==> src/rtl/encoder_bank.sv <==
// encoder_bank: multi-channel quadrature encoder front end.
// Per channel: 2-flop synchroniser, debouncer, quadrature decoder with
// illegal-transition rejection, edges-per-step divider, windowed velocity
// acceleration and a saturating signed accumulator. A shared addressed
// read-and-clear port returns one channel per request.
module encoder_bank #(
    parameter int NUM_CH         = 4,
    parameter int WIDTH          = 16,
    parameter int DEBOUNCE_BITS  = 11,
    parameter int WINDOW_BITS    = 20,
    parameter int VELOCITY_SHIFT = 3,
    parameter int STEP_DIV       = 1
) (
    input  logic                                        clk,
    input  logic                                        rst_n,
    input  logic                                        re,
    input  logic [((NUM_CH > 1) ? $clog2(NUM_CH) : 1)-1:0] sel,
    input  logic [NUM_CH-1:0]                           a,
    input  logic [NUM_CH-1:0]                           b,
    output logic signed [WIDTH-1:0]                     q,
    output logic                                        q_valid,
    output logic [NUM_CH-1:0]                           moved
);

    localparam int SUB_W = 4;
    localparam int EXT_W = WIDTH + VELOCITY_SHIFT + 1;

    localparam logic [DEBOUNCE_BITS-1:0]      CNT_MAX  = {DEBOUNCE_BITS{1'b1}};
    localparam logic [DEBOUNCE_BITS-1:0]      CNT_ONE  = DEBOUNCE_BITS'(1);
    localparam logic signed [SUB_W-1:0]       SUB_ONE  = SUB_W'(1);
    localparam logic signed [SUB_W-1:0]       DIV_P    = SUB_W'(STEP_DIV);
    localparam logic signed [SUB_W-1:0]       DIV_N    = -DIV_P;
    localparam logic [WIDTH-1:0]              VMAX     = {1'b0, {(WIDTH-1){1'b1}}};
    localparam logic [EXT_W-1:0]              VMAX_EXT = {{(VELOCITY_SHIFT+1){1'b0}}, VMAX};
    localparam logic [EXT_W-1:0]              EXT_ONE  = EXT_W'(1);
    localparam logic [WIDTH-1:0]              PULSE_MAX = {WIDTH{1'b1}};
    localparam logic [WIDTH-1:0]              ONE_W    = WIDTH'(1);
    localparam logic signed [WIDTH:0]         ACC_MAX  = {2'b00, {(WIDTH-1){1'b1}}};
    localparam logic signed [WIDTH:0]         ACC_MIN  = {2'b11, {(WIDTH-1){1'b0}}};

    // Classify one debounced {A,B} transition: 2'b10 forward, 2'b01 reverse.
    function automatic logic [1:0] quad_dir(input logic [1:0] prev, input logic [1:0] cur);
        logic [1:0] dir;
        case ({prev, cur})
            4'b00_10, 4'b10_11, 4'b11_01, 4'b01_00: dir = 2'b10;
            4'b10_00, 4'b11_10, 4'b01_11, 4'b00_01: dir = 2'b01;
            default:                                dir = 2'b00;
        endcase
        return dir;
    endfunction

    logic [NUM_CH-1:0]             a_meta_r, a_sync_r, b_meta_r, b_sync_r;
    logic [DEBOUNCE_BITS-1:0]      a_cnt_r [NUM_CH];
    logic [DEBOUNCE_BITS-1:0]      b_cnt_r [NUM_CH];
    logic [NUM_CH-1:0]             a_deb_r, b_deb_r;
    logic [1:0]                    prev_ab_r [NUM_CH];
    logic [NUM_CH-1:0]             edge_up_r, edge_dn_r;
    logic signed [SUB_W-1:0]       sub_r [NUM_CH];
    logic [NUM_CH-1:0]             step_up_r, step_dn_r;
    logic [WINDOW_BITS-1:0]        timer_r;
    logic [WIDTH-1:0]              pulse_r [NUM_CH];
    logic [WIDTH-1:0]              vel_r [NUM_CH];
    logic signed [WIDTH-1:0]       value_r [NUM_CH];
    logic [NUM_CH-1:0]             moved_r;
    logic signed [WIDTH-1:0]       q_r;
    logic                          q_valid_r;

    logic signed [SUB_W-1:0]       sub_sum_s [NUM_CH];
    logic signed [SUB_W-1:0]       sub_nxt_s [NUM_CH];
    logic [NUM_CH-1:0]             step_up_s, step_dn_s;
    logic                          window_end_s;
    logic [31:0]                   sel_ext_s;
    logic [NUM_CH-1:0]             rd_hit_s;
    logic signed [WIDTH-1:0]       rd_val_s;
    logic signed [WIDTH-1:0]       base_s [NUM_CH];
    logic signed [WIDTH:0]         sum_s [NUM_CH];
    logic signed [WIDTH-1:0]       value_nxt_s [NUM_CH];
    logic [NUM_CH-1:0]             moved_nxt_s;
    logic [EXT_W-1:0]              ext_s [NUM_CH];
    logic [WIDTH-1:0]              vel_nxt_s [NUM_CH];
    logic [WIDTH-1:0]              pulse_nxt_s [NUM_CH];

    assign window_end_s = (timer_r == {WINDOW_BITS{1'b1}});
    assign sel_ext_s    = 32'(sel);

    // Two-flop synchronisers on every encoder pin.
    always_ff @(posedge clk or negedge rst_n) begin
        if (!rst_n) begin
            a_meta_r <= '0;
            a_sync_r <= '0;
            b_meta_r <= '0;
            b_sync_r <= '0;
        end else begin
            a_meta_r <= a;
            a_sync_r <= a_meta_r;
            b_meta_r <= b;
            b_sync_r <= b_meta_r;
        end
    end

    // Debounce: a pin must differ from its debounced level for 2^DEBOUNCE_BITS edges.
    always_ff @(posedge clk or negedge rst_n) begin
        if (!rst_n) begin
            a_deb_r <= '0;
            b_deb_r <= '0;
            for (int ch = 0; ch < NUM_CH; ch++) begin
                a_cnt_r[ch] <= '0;
                b_cnt_r[ch] <= '0;
            end
        end else begin
            for (int ch = 0; ch < NUM_CH; ch++) begin
                if (a_sync_r[ch] == a_deb_r[ch]) begin
                    a_cnt_r[ch] <= '0;
                end else if (a_cnt_r[ch] == CNT_MAX) begin
                    a_deb_r[ch] <= a_sync_r[ch];
                    a_cnt_r[ch] <= '0;
                end else begin
                    a_cnt_r[ch] <= a_cnt_r[ch] + CNT_ONE;
                end
                if (b_sync_r[ch] == b_deb_r[ch]) begin
                    b_cnt_r[ch] <= '0;
                end else if (b_cnt_r[ch] == CNT_MAX) begin
                    b_deb_r[ch] <= b_sync_r[ch];
                    b_cnt_r[ch] <= '0;
                end else begin
                    b_cnt_r[ch] <= b_cnt_r[ch] + CNT_ONE;
                end
            end
        end
    end

    // Quadrature decode; the previous state follows every change, legal or not.
    always_ff @(posedge clk or negedge rst_n) begin
        if (!rst_n) begin
            edge_up_r <= '0;
            edge_dn_r <= '0;
            for (int ch = 0; ch < NUM_CH; ch++) begin
                prev_ab_r[ch] <= 2'b00;
            end
        end else begin
            for (int ch = 0; ch < NUM_CH; ch++) begin
                prev_ab_r[ch] <= {a_deb_r[ch], b_deb_r[ch]};
                {edge_up_r[ch], edge_dn_r[ch]} <= quad_dir(prev_ab_r[ch], {a_deb_r[ch], b_deb_r[ch]});
            end
        end
    end

    // Edges-per-step divider: count edges until +/-STEP_DIV, then emit a step.
    always_comb begin
        for (int ch = 0; ch < NUM_CH; ch++) begin
            sub_sum_s[ch] = sub_r[ch];
            sub_nxt_s[ch] = sub_r[ch];
            step_up_s[ch] = 1'b0;
            step_dn_s[ch] = 1'b0;
            if (edge_up_r[ch]) begin
                sub_sum_s[ch] = sub_r[ch] + SUB_ONE;
            end else if (edge_dn_r[ch]) begin
                sub_sum_s[ch] = sub_r[ch] - SUB_ONE;
            end else begin
                sub_sum_s[ch] = sub_r[ch];
            end
            if (sub_sum_s[ch] == DIV_P) begin
                step_up_s[ch] = 1'b1;
                sub_nxt_s[ch] = '0;
            end else if (sub_sum_s[ch] == DIV_N) begin
                step_dn_s[ch] = 1'b1;
                sub_nxt_s[ch] = '0;
            end else begin
                sub_nxt_s[ch] = sub_sum_s[ch];
            end
        end
    end

    // Register the sub-step counters and the step strobes.
    always_ff @(posedge clk or negedge rst_n) begin
        if (!rst_n) begin
            step_up_r <= '0;
            step_dn_r <= '0;
            for (int ch = 0; ch < NUM_CH; ch++) begin
                sub_r[ch] <= '0;
            end
        end else begin
            step_up_r <= step_up_s;
            step_dn_r <= step_dn_s;
            for (int ch = 0; ch < NUM_CH; ch++) begin
                sub_r[ch] <= sub_nxt_s[ch];
            end
        end
    end

    // Shared free-running velocity window timer.
    always_ff @(posedge clk or negedge rst_n) begin
        if (!rst_n) begin
            timer_r <= '0;
        end else begin
            timer_r <= timer_r + WINDOW_BITS'(1);
        end
    end

    // Read selection: hit vector and the value returned on q.
    always_comb begin
        rd_val_s = '0;
        for (int ch = 0; ch < NUM_CH; ch++) begin
            rd_hit_s[ch] = re && (sel_ext_s == 32'(ch));
            if (sel_ext_s == 32'(ch)) begin
                rd_val_s = value_r[ch];
            end else begin
                rd_val_s = rd_val_s;
            end
        end
    end

    // Next accumulator, moved flag, pulse count and velocity per channel.
    always_comb begin
        for (int ch = 0; ch < NUM_CH; ch++) begin
            base_s[ch] = rd_hit_s[ch] ? '0 : value_r[ch];
            if (step_up_r[ch]) begin
                sum_s[ch] = {base_s[ch][WIDTH-1], base_s[ch]} + {1'b0, vel_r[ch]};
            end else if (step_dn_r[ch]) begin
                sum_s[ch] = {base_s[ch][WIDTH-1], base_s[ch]} - {1'b0, vel_r[ch]};
            end else begin
                sum_s[ch] = {base_s[ch][WIDTH-1], base_s[ch]};
            end
            if (sum_s[ch] > ACC_MAX) begin
                value_nxt_s[ch] = ACC_MAX[WIDTH-1:0];
            end else if (sum_s[ch] < ACC_MIN) begin
                value_nxt_s[ch] = ACC_MIN[WIDTH-1:0];
            end else begin
                value_nxt_s[ch] = sum_s[ch][WIDTH-1:0];
            end

            if (step_up_r[ch] || step_dn_r[ch]) begin
                moved_nxt_s[ch] = 1'b1;
            end else if (rd_hit_s[ch]) begin
                moved_nxt_s[ch] = 1'b0;
            end else begin
                moved_nxt_s[ch] = moved_r[ch];
            end

            ext_s[ch] = ({{(VELOCITY_SHIFT+1){1'b0}}, pulse_r[ch]} << VELOCITY_SHIFT) + EXT_ONE;
            if (!window_end_s) begin
                vel_nxt_s[ch] = vel_r[ch];
            end else if (ext_s[ch] > VMAX_EXT) begin
                vel_nxt_s[ch] = VMAX;
            end else begin
                vel_nxt_s[ch] = ext_s[ch][WIDTH-1:0];
            end

            // A step on the window-end edge belongs to the next window.
            if (window_end_s) begin
                pulse_nxt_s[ch] = (step_up_r[ch] || step_dn_r[ch]) ? ONE_W : '0;
            end else if ((step_up_r[ch] || step_dn_r[ch]) && (pulse_r[ch] != PULSE_MAX)) begin
                pulse_nxt_s[ch] = pulse_r[ch] + ONE_W;
            end else begin
                pulse_nxt_s[ch] = pulse_r[ch];
            end
        end
    end

    // Register accumulators, moved flags, pulse counters and velocities.
    always_ff @(posedge clk or negedge rst_n) begin
        if (!rst_n) begin
            moved_r <= '0;
            for (int ch = 0; ch < NUM_CH; ch++) begin
                value_r[ch] <= '0;
                pulse_r[ch] <= '0;
                vel_r[ch]   <= ONE_W;
            end
        end else begin
            moved_r <= moved_nxt_s;
            for (int ch = 0; ch < NUM_CH; ch++) begin
                value_r[ch] <= value_nxt_s[ch];
                pulse_r[ch] <= pulse_nxt_s[ch];
                vel_r[ch]   <= vel_nxt_s[ch];
            end
        end
    end

    // Read port: capture the pre-step value and strobe q_valid for one cycle.
    always_ff @(posedge clk or negedge rst_n) begin
        if (!rst_n) begin
            q_r       <= '0;
            q_valid_r <= 1'b0;
        end else if (re) begin
            q_r       <= rd_val_s;
            q_valid_r <= 1'b1;
        end else begin
            q_valid_r <= 1'b0;
        end
    end

    assign q       = q_r;
    assign q_valid = q_valid_r;
    assign moved   = moved_r;

endmodule

==> config.mk <==
export PLATFORM = sky130hd
export DESIGN_NAME = encoder_bank
export DESIGN_NICKNAME = d
export VERILOG_FILES = /design/src/rtl/encoder_bank.sv
export SDC_FILE = /design/constraint.sdc
export NUM_CORES = 1
export LEC_CHECK = 0
export CORE_MARGIN = 2
export CORE_UTILIZATION = 47
export CTS_CLUSTER_DIAMETER = 60
export CTS_CLUSTER_SIZE = 16
export DETAILED_ROUTE_END_ITERATION = 7
export PLACE_DENSITY = 0.62
export SLEW_MARGIN = 20
export SYNTH_ARGS = -nofsm -noshare
export SYNTH_HDL_FRONTEND = slang
export SYNTH_SLANG_ARGS = --single-unit
==> constraint.sdc <==
create_clock -name clk -period 3.45 [get_ports clk]
set_clock_uncertainty 0.15 [all_clocks]
set_input_delay 0.5175 -clock clk [delete_from_list [all_inputs] [get_ports clk]]
set_output_delay 0.5175 -clock clk [all_outputs]
set_load 0.05 [all_outputs]
---- Yosys cells after proc, flatten, opt, wreduce, memory -nomap -nowiden ----
Memory sizes are Yosys's and may differ from the RTL's. A register that Yosys moved wholly into a read port is not among the register bits.
Index checks and enable logic that the tools add are counted.
word-level totals
  bits in registers ....................... 377
  ROM bits ................................ 128
  bits of input ports ..................... 13
  output and inout port bits .............. 21
  memories ................................ 4
operators by class
  add/subtract/negate cells ............... 33
  magnitude comparators ................... 12
  equality and inequality tests ........... 32
  multiplexer cells ....................... 93
  bitwise logic cells ..................... 8
  reduce and logical (&&, ||, !) cells .... 33
memory list
  memory           words  bits a word  rd ports  clocked after Yosys merged registers in  wr ports  RTL line  RTL
  (no name shown)  16     2            1         1                                        0         44        case ({prev, cur})
  (no name shown)  16     2            1         1                                        0         44
  (no name shown)  16     2            1         1                                        0         44
  (no name shown)  16     2            1         1                                        0         44
operators by type and width
  cell                   number
  $mux 16                28
  $mux 11                16
  $mux 17                8
  $add 11x1->11 const B  8
  $eq 11x11->1 const B   8
  $add 19x1->20 const B  4
  $gt 20x15->1 const B   4
  $add 17x16->17         4
  $gt 17x16->1 const B   4
  $lt 17x16->1 const B   4
  $sub 17x16->17         4
  $add 16x1->16 const B  4
  $mux 4                 16
  $ne 16x16->1 const B   4
  $logic_not 32->1       1
  $mux 1                 25
  $add 20x1->20 const B  1
  $eq 20x20->1 const B   1
  $add 4x2->4 const B    4
  $eq 4x1->1 const B     4
  $eq 4x2->1 const B     4
  $reduce_and 2->1       8
  $reduce_bool 2->1      8
  $sub 4x2->4 const B    4
  7 further kinds        35

---- Longest topological paths before layout ----
Gate-level depths: netlist of the first run.
  depth after elaboration ................. 9
  mapped depth ............................ 17

---- Least setup slack after synthesis of the first run ----
Ideal clock, no wire load.
  path kind ............................... input-to-reg
  start point ............................. input sel[0] in the netlist's numbering
  end point ............................... register value_r[54] in the netlist's numbering
  data arrival time ....................... 3.871 ns
  data required time ...................... 3.169 ns
  path slack .............................. -0.702 ns
  stages on the path ...................... 15
  path buffers ............................ 5
  path through ............................ buf_4 -> or3b_4 -> clkbuf_1 -> clkbuf_1 -> and2_1 -> ha_1 -> clkbuf_1 -> inv_1 -> or3_1 -> or2_2 -> o211ai_2 -> nand3_1 -> xnor2_2 -> buf_4 -> maj3_1
RTL lines
  what                             RTL line  RTL
  from (decl)                      17        input logic [((NUM_CH > 1) ? $clog2(NUM_CH) : 1)-1:0] sel,
  to (signal, indexed assignment)  272       value_r[ch] <= value_nxt_s[ch];
  to (decl)                        63        logic signed [WIDTH-1:0] value_r [NUM_CH];

==> summary.txt, run 1 <==
Worst setup path
  • Crit path capture type: register
  • Last element of the critical path: value_r[53]
  • Reg-to-Reg End: value_r[46]
  • CP Class: in -> reg
  • CP max stage delay: 0.40 ns
  • Critical Path Start: sel[0]
  • Worst path buffer plus inverter count: 4
  • Critical Path AT: approximately 3.7 ns
  • CP Cell Sequence: buf_2 -> buf_4 -> or3b_4 -> buf_12 -> and2_4 -> fa_2 -> a22o_1 -> a21oi_4 -> nor3_4 -> o21ai_4 -> a21oi_2 -> o41ai_2 -> nand3_2 -> xnor2_4 -> clkbuf_16 -> maj3_2
  • Crit path max fanout: 8
  • Worst path slowest cell: or3b_4
  • Kind of launch point of the worst setup path: input port
  • Cell count along the critical path: 16
  • CP top delay family: compound AO/OA/AOI/OAI gates
  • Critical Path RT: 3.75 ns
  • Reg-to-Reg Start: value_r[33]
  • Reg2Reg Depth: 12
  • R2r setup slk: around 0.18 ns

Placement
  • Cell Area, Placed: 28070 um2
  • Inst Count DP: 3616
  • Routability congestion estimate: 0.9392
  • Hpwl dp: ~50000 um
  • IO Port Bufs: 33

Pwr
  • Lkg Pwr: around 15 nW
  • VDD IR-drop max: ~0.35 mV
  • Int Pwr: approximately 0.0089 W
  • Seq pwr share: between 30% and 40%
  • P_sw: roughly 0.0042 W
  • Clock Power Share: 32.3%
  • Pwr dens: 432.9 nW/um2
  • Comb pwr share: a little under a third
  • Power, Total: ~0.013 W
  • Sw Share: 32.16%

Synth
  • Post-synth ARST share: 100.0%
  • Yosys warns: 0
  • Synth Flop Type: dfrtp_1
  • Synth area leader: dfrtp_1
  • Synth Register Bits: 377
  • Post-Syn Area: roughly 24000 um2
  • Most instantiated cells after synthesis: 377 x dfrtp_1, 368 x nor2_1, 194 x a21oi_1
  • Share of the synthesized area in the top cell type: 39.66%
  • Synth area leaders: dfrtp_1 40%, ha_1 7.0%, nor2_1 5.8%
  • Most common cell in the netlist: dfrtp_1
  • Unique masters post-synth: between 100 and 150
  • Post-synth EDFFs: 0
  • Register area share after synthesis: 39.66%
  • Cells after synthesis: 2607
  • Post-Syn Nets: 2761
  • Syn Area/Cell: about 9.1 um2

Clock tree
  • Clock transition at path regs: 0.07 ns
  • CTS tree: built
  • Clock Latency Late Sink: between 0.5 and 0.6 ns
  • TritonCTS buffer count: 39
  • CTS Root Cell: clkbuf_16
  • Clock sinks: 377
  • H-Tree Depth: 2
  • Clock Tree Buf Depth: 3

Timing
  • RSZ-0062 raised after global routing: false
  • Final Cycle Share: 98.83%
  • Fin. max-slew vios: 0
  • Slew @ Worst Pin: 0.8064 ns
  • Final setup fails: 0
  • Final Critical Period: 3.410 ns
  • F_max: 0.2933 GHz
  • Slew Limit Headroom: 46.13%
  • Setup TNS: 0 ns
  • Final hold vios: 0

Die
  • Die height: 229.0 um
  • DIE WIDTH: approximately 230 um
  • IO Count: 34
  • Rows: 82
  • Initial core utilization: 47.51%
  • Core Area: ~50000 um2
  • DIE AREA: 52430 um2

Route
  • DR pass1 iterations: 6
  • Via-to-Cell Ratio: roughly 5.6
  • Remaining DRCs: 0
  • DR iter-0 viols: 1633
  • Final ANT Viol Nets: 0
  • Vias: 20.75k
  • Final wirelength: 67290 um
  • DR WL/cell: 18.09 um

GRT
  • Vias in the first global route: slightly above 20k
  • First-pass GRT wire length: 109900 um
  • Antenna violations before repair: 0
  • Grt ovf: 0
  • Gr usage total: 25.73%
  • Largest net degree at the start of global routing: 88

Layout
  • Finished Layout Cells: 3719
  • Fillers: 4286
  • Diodes inserted: 0
  • Layout cells sized above 1: 25.73%
  • Final instance area: 30470 um2
  • Layout overhead on the synthesized area: 28.09%
  • Final Net Count: 3174
  • Final Core Density: about three fifths

Flow run
  • # Max-Cap Violations: 0

Outcome
  • Run status: finished clean

Min path
  • Min-delay worst type: reg -> reg
-- layout by cell type (no fill, tap or decap), types with 24 or more instances in the layout --
master           count
a21oi_1            177
nand3_1             96
clkbuf_16           41
mux2_2              24
o21bai_1            26
and2_1              49
maj3_2              30
dfrtp_1            377
xor2_1              94
xnor2_1            124
and3_1              41
nor2_1             364
nor3_1              39
buf_4              418
nand2_1            170
clkdlybuf4s50_1     29
nor2b_1             24
ha_1               109
inv_1              138
nand2b_1            35
o21ai_0             51
-- logic make-up after synthesis --
group,Yosys count,synth area share (%)
flip-flops,377,39.66
AND/OR/NAND/NOR,962,19.26
adder cells (fa/ha/maj),174,9.105
AO/OA/AOI/OAI,556,15.95
XOR/XNOR,222,8.316
multiplexers,58,3.408
buffers and inverters,258,4.308
-- state kept, by name, summed over array words and instances, names as in the netlist, 8 cells and up --
signal,flops
pulse_r,64
value_r,64
b_cnt_r,44
q,16
a_cnt_r,44
prev_ab_r,8
sub_r,16
timer_r,20
vel_r,56
-- stage by stage --
step	hold slack, ns	setup WS [ns]
final	0.1993	0.04044
after floorplan	0.07191	-0.3911
after global routing	0.2040	0.0005684
after CTS	0.1980	0.006780
after detailed placement	0.1847	-1.276
after global placement	0.1836	-1.181
-- power groups by stage --
stage | registers [W] | logic [W] | clock network, W
after global routing | 0.00488 | 0.00440 | 0.00454
after global placement | 0.00494 | 0.00371 | 0
after floorplan | 0.00494 | 0.00205 | 0
final | 0.00488 | 0.00406 | 0.00425
after detailed placement | 0.00494 | 0.00375 | 0
after CTS | 0.00486 | 0.00391 | 0.00436
-- layout make-up --
type                    count  area, um2  area share, %
multi-input cells        1974      14340          47.05
flip-flops and latches    377       9434          30.96
clock inverters            21      225.2         0.7391
inverters                 143      541.8          1.778
clock buffers              47       1076          3.531
well taps                 672      840.8          2.759
repair buffers            485       4015          13.18
-- worst min path at each step --
stage,from,slack (ns),cells after the start,end
6_report,b_meta_r[2],0.20,0,b_sync_r[2]
4_1_cts,b[1],0.20,1,b_meta_r[1]
3_3_place_gp,b_meta_r[3],0.18,0,b_sync_r[3]
5_1_grt,b_meta_r[2],0.20,0,b_sync_r[2]
3_5_place_dp,b_meta_r[2],0.18,0,b_sync_r[2]
2_1_floorplan,rst_n,0.07,0,a_cnt_r[0]
-- layer usage --
| layer | GRT usage [%] | vias up | part of all wire [%] |
|---|---|---|---|
| li1 | - | 9953 | - |
| met1 | 36.24 | 10183 | 46 |
| met2 | 41.36 | 525 | 46 |
| met3 | 3.959 | 92 | 5.3 |
| met4 | 7.001 | 0 | 2.4 |
| met5 | 0 | - | 0 |
-- repair_timing --
action,4_1_cts,5_1_grt
gates resized for setup,94,66
setup buffers,23,8
endpoints found under the hold margin,82,0
gates cloned,5,1
hold buffers,1,0
setup endpoints to repair,64,58
pin swaps,42,41
No activity file was read; power rests on OpenSTA's default activity.
==> run 2, diff against run 1 <==
- CORE_UTILIZATION: 47 -> 55
- PLACE_DENSITY: 0.62 -> 0.71
==> run 2 against run 1 <==
Against the previous run: cell count fell by 1.9%; via count grew 1.9%; largest cell class unchanged; register-to-register slack lost 0.06 ns; critical path type unchanged; combinational power about the same; cell area fell by 1.1%; largest power group unchanged; hold slack got worse by 0.0031 ns; count of clock-buffer cells in the layout down 5; sequential power barely moved.
==> summary.txt, run 2 (synthesis gave the netlist of run 1 again) <==
GRT
  • Antenna violations before repair: 1
  • Busiest grt layer: met2
  • Gr usage total: 30.21%
  • Largest net degree at the start of global routing: 83
  • M1 GR Usage: between 40% and 50%
  • First-pass GRT wire length: around 110000 um
  • Grt ovf: 0
  • GR met3 Demand/Resource: 4.228%
  • Vias in the first global route: between 20k and 25k
  • GR Util met2: around half

Worst setup path
  • Kind of launch point of the worst setup path: input port
  • Reg2Reg Depth: 12
  • Crit path max fanout: 7
  • Critical Path RT: 3.74 ns
  • R2r setup slk: 0.12 ns
  • Critical Path AT: 3.68 ns
  • Reg-to-Reg Start: value_r[33]
  • Reg-to-Reg End: value_r[34]
  • Crit path capture type: register
  • CP Class: in -> reg

Die
  • Core Area: 42890 um2
  • Initial core utilization: 55.47%
  • IO Count: 34
  • DIE WIDTH: between 200 and 250 um
  • Die height: 212.0 um
  • Rows: 76
  • DIE AREA: about 45000 um2

Flow run
  • # Max-Cap Violations: 0

Timing
  • Final setup fails: 0
  • Fin. max-slew vios: 0
  • Slew @ Worst Pin: 0.7408 ns
  • Setup TNS: 0 ns
  • F_max: 0.2950 GHz
  • Final Cycle Share: 98.26%
  • Final hold vios: 0
  • Slew Limit Headroom: 50.61%
  • Final Critical Period: between 3 and 4 ns
  • Worst Slack Setup Final: between 0.05 and 0.06 ns
  • RSZ-0062 raised after global routing: true

Route
  • DR pass1 iterations: 5
  • Remaining DRCs: 0
  • Final ANT Viol Nets: 0
  • DR WL/cell: 18.34 um
  • DR iter-0 viols: 1619
  • Via-to-Cell Ratio: 5.798
  • Vias: approximately 21k
  • Final wirelength: 66910 um

Layout
  • Layout cells sized above 1: 25.31%
  • Area of the multi-input gates: 14120 um2
  • Commonest non-fill, non-tap cell in the layout: buf_4
  • FF+latch area: roughly 9400 um2
  • Most frequent cells in the layout: 450 x buf_4, 377 x dfrtp_1, 365 x nor2_1
  • Largest regs: pulse_r: 64 flops, value_r: 64 flops, vel_r: 56 flops
  • Layout overhead on the synthesized area: 26.73%
  • Finished Layout Cells: 3648
  • Final Core Density: a little over two thirds
  • Fillers: around 3.3k
  • Final Net Count: 3196

Clock tree
  • CTS Root Cell: clkbuf_16
  • H-Tree Depth: 2
  • Clock Tree Buf Depth: 3
  • Clock transition at path regs: roughly 0.070 ns
  • Clock sinks: 377
  • TritonCTS buffer count: 36
  • Clock Latency Late Sink: 0.56 ns
  • CTS tree: built

Pwr
  • Pwr dens: around 430 nW/um2
  • Lkg Pwr: 14.41 nW
  • VDD IR-drop max: 0.4393 mV

Placement
  • Routability congestion estimate: ~0.98
  • Pre-CTS setup slack: -1.163 ns
  • Inst Count DP: 3554
  • Hpwl dp: 49850 um
  • IO Port Bufs: 33

Min path
  • Hold Crit Start: a_meta_r[2]
  • Min-delay worst type: reg -> reg
  • Hold Path End: a_sync_r[2]
  • Hold path cells: 0

Outcome
  • Run status: finished clean
[run 2: changes by cell type in the layout (fill, tap and decap cells not counted), sizes merged, moves of 3 or more]
cell and delta:
buf +29, clkbuf -9, clkinv -4, clkinvlp -3
[run 2: final cells by class]
cell class / instances / area share, %
antenna: 1 / 0.008301
multi-input combinational: 1974 / 46.84
sequential: 377 / 31.29
clock inverter: 16 / 0.6018
clock buffer: 42 / 3.271
timing repair buffer: 510 / 13.76
inverter: 143 / 1.797
tap: 585 / 2.428
[run 2: how the worst max path moves through the flow]
| stage | to | startpoint | cells past startpoint | slack, ns |
|---|---|---|---|---|
| 2_1_floorplan | value_r[54] | sel[0] | 16 | -0.39 |
| 3_3_place_gp | value_r[57] | sel[1] | 14 | -1.09 |
| 3_5_place_dp | value_r[55] | sel[1] | 14 | -1.16 |
| 4_1_cts | value_r[32] | sel[1] | 16 | -0.02 |
| 5_1_grt | value_r[6] | value_r[4] | 13 | -0.03 |
| 6_report | value_r[30] | sel[0] | 15 | 0.06 |
[run 2: worst max-delay path, cell delays in order]
cell,delay [ns]
buf_4,0.15
buf_12,0.12
nand3b_4,0.22
buf_6,0.18
and2_4,0.16
ha_4,0.27
or3b_4,0.39
nand4_1,0.14
nor3_2,0.07
a221oi_2,0.26
o221ai_1,0.16
a32o_2,0.28
xnor2_4,0.30
nor2_4,0.10
o41ai_2,0.35
[run 2: where the power goes]
group | total, W | internal [W] | leakage [nW] | switching (W)
clock | 0.00399 | 0.00218 | 0.576 | 0.00182
combinational | 0.00408 | 0.00204 | 8.70 | 0.00205
sequential | 0.00486 | 0.00461 | 5.14 | 0.000250
total | 0.0129 | 0.00883 | 14.4 | 0.00411
[run 2: per-layer routing]
metal / share of wire [%] / up-vias / wire length (um)
li1: - / 9984 / -
met3: 6.0 / 124 / 4019
met2: 47 / 656 / 31720
met1: 44 / 10388 / 29200
met5: 0 / - / 0
met4: 3.0 / 0 / 1974
[run 2: per-stage QoR]
step	hold WS (ns)	power (W)	cell area, um2
finish	0.1962	0.01294	30150
global route	0.2017	0.01352	30150
detailed placement	0.1855	0.008749	28170
global placement	0.1826	0.008667	28170
floorplan	0.07191	0.006996	24270
CTS	0.2011	0.01286	29730
[run 2: repair_timing]
item                       CTS  global route
gates resized for setup     50            68
setup endpoints to repair   63            58
setup buffers               18            12
hold buffers                 1             0
cloned                       2             2
pin swaps                   25            40
hold endpoints to repair    73             0
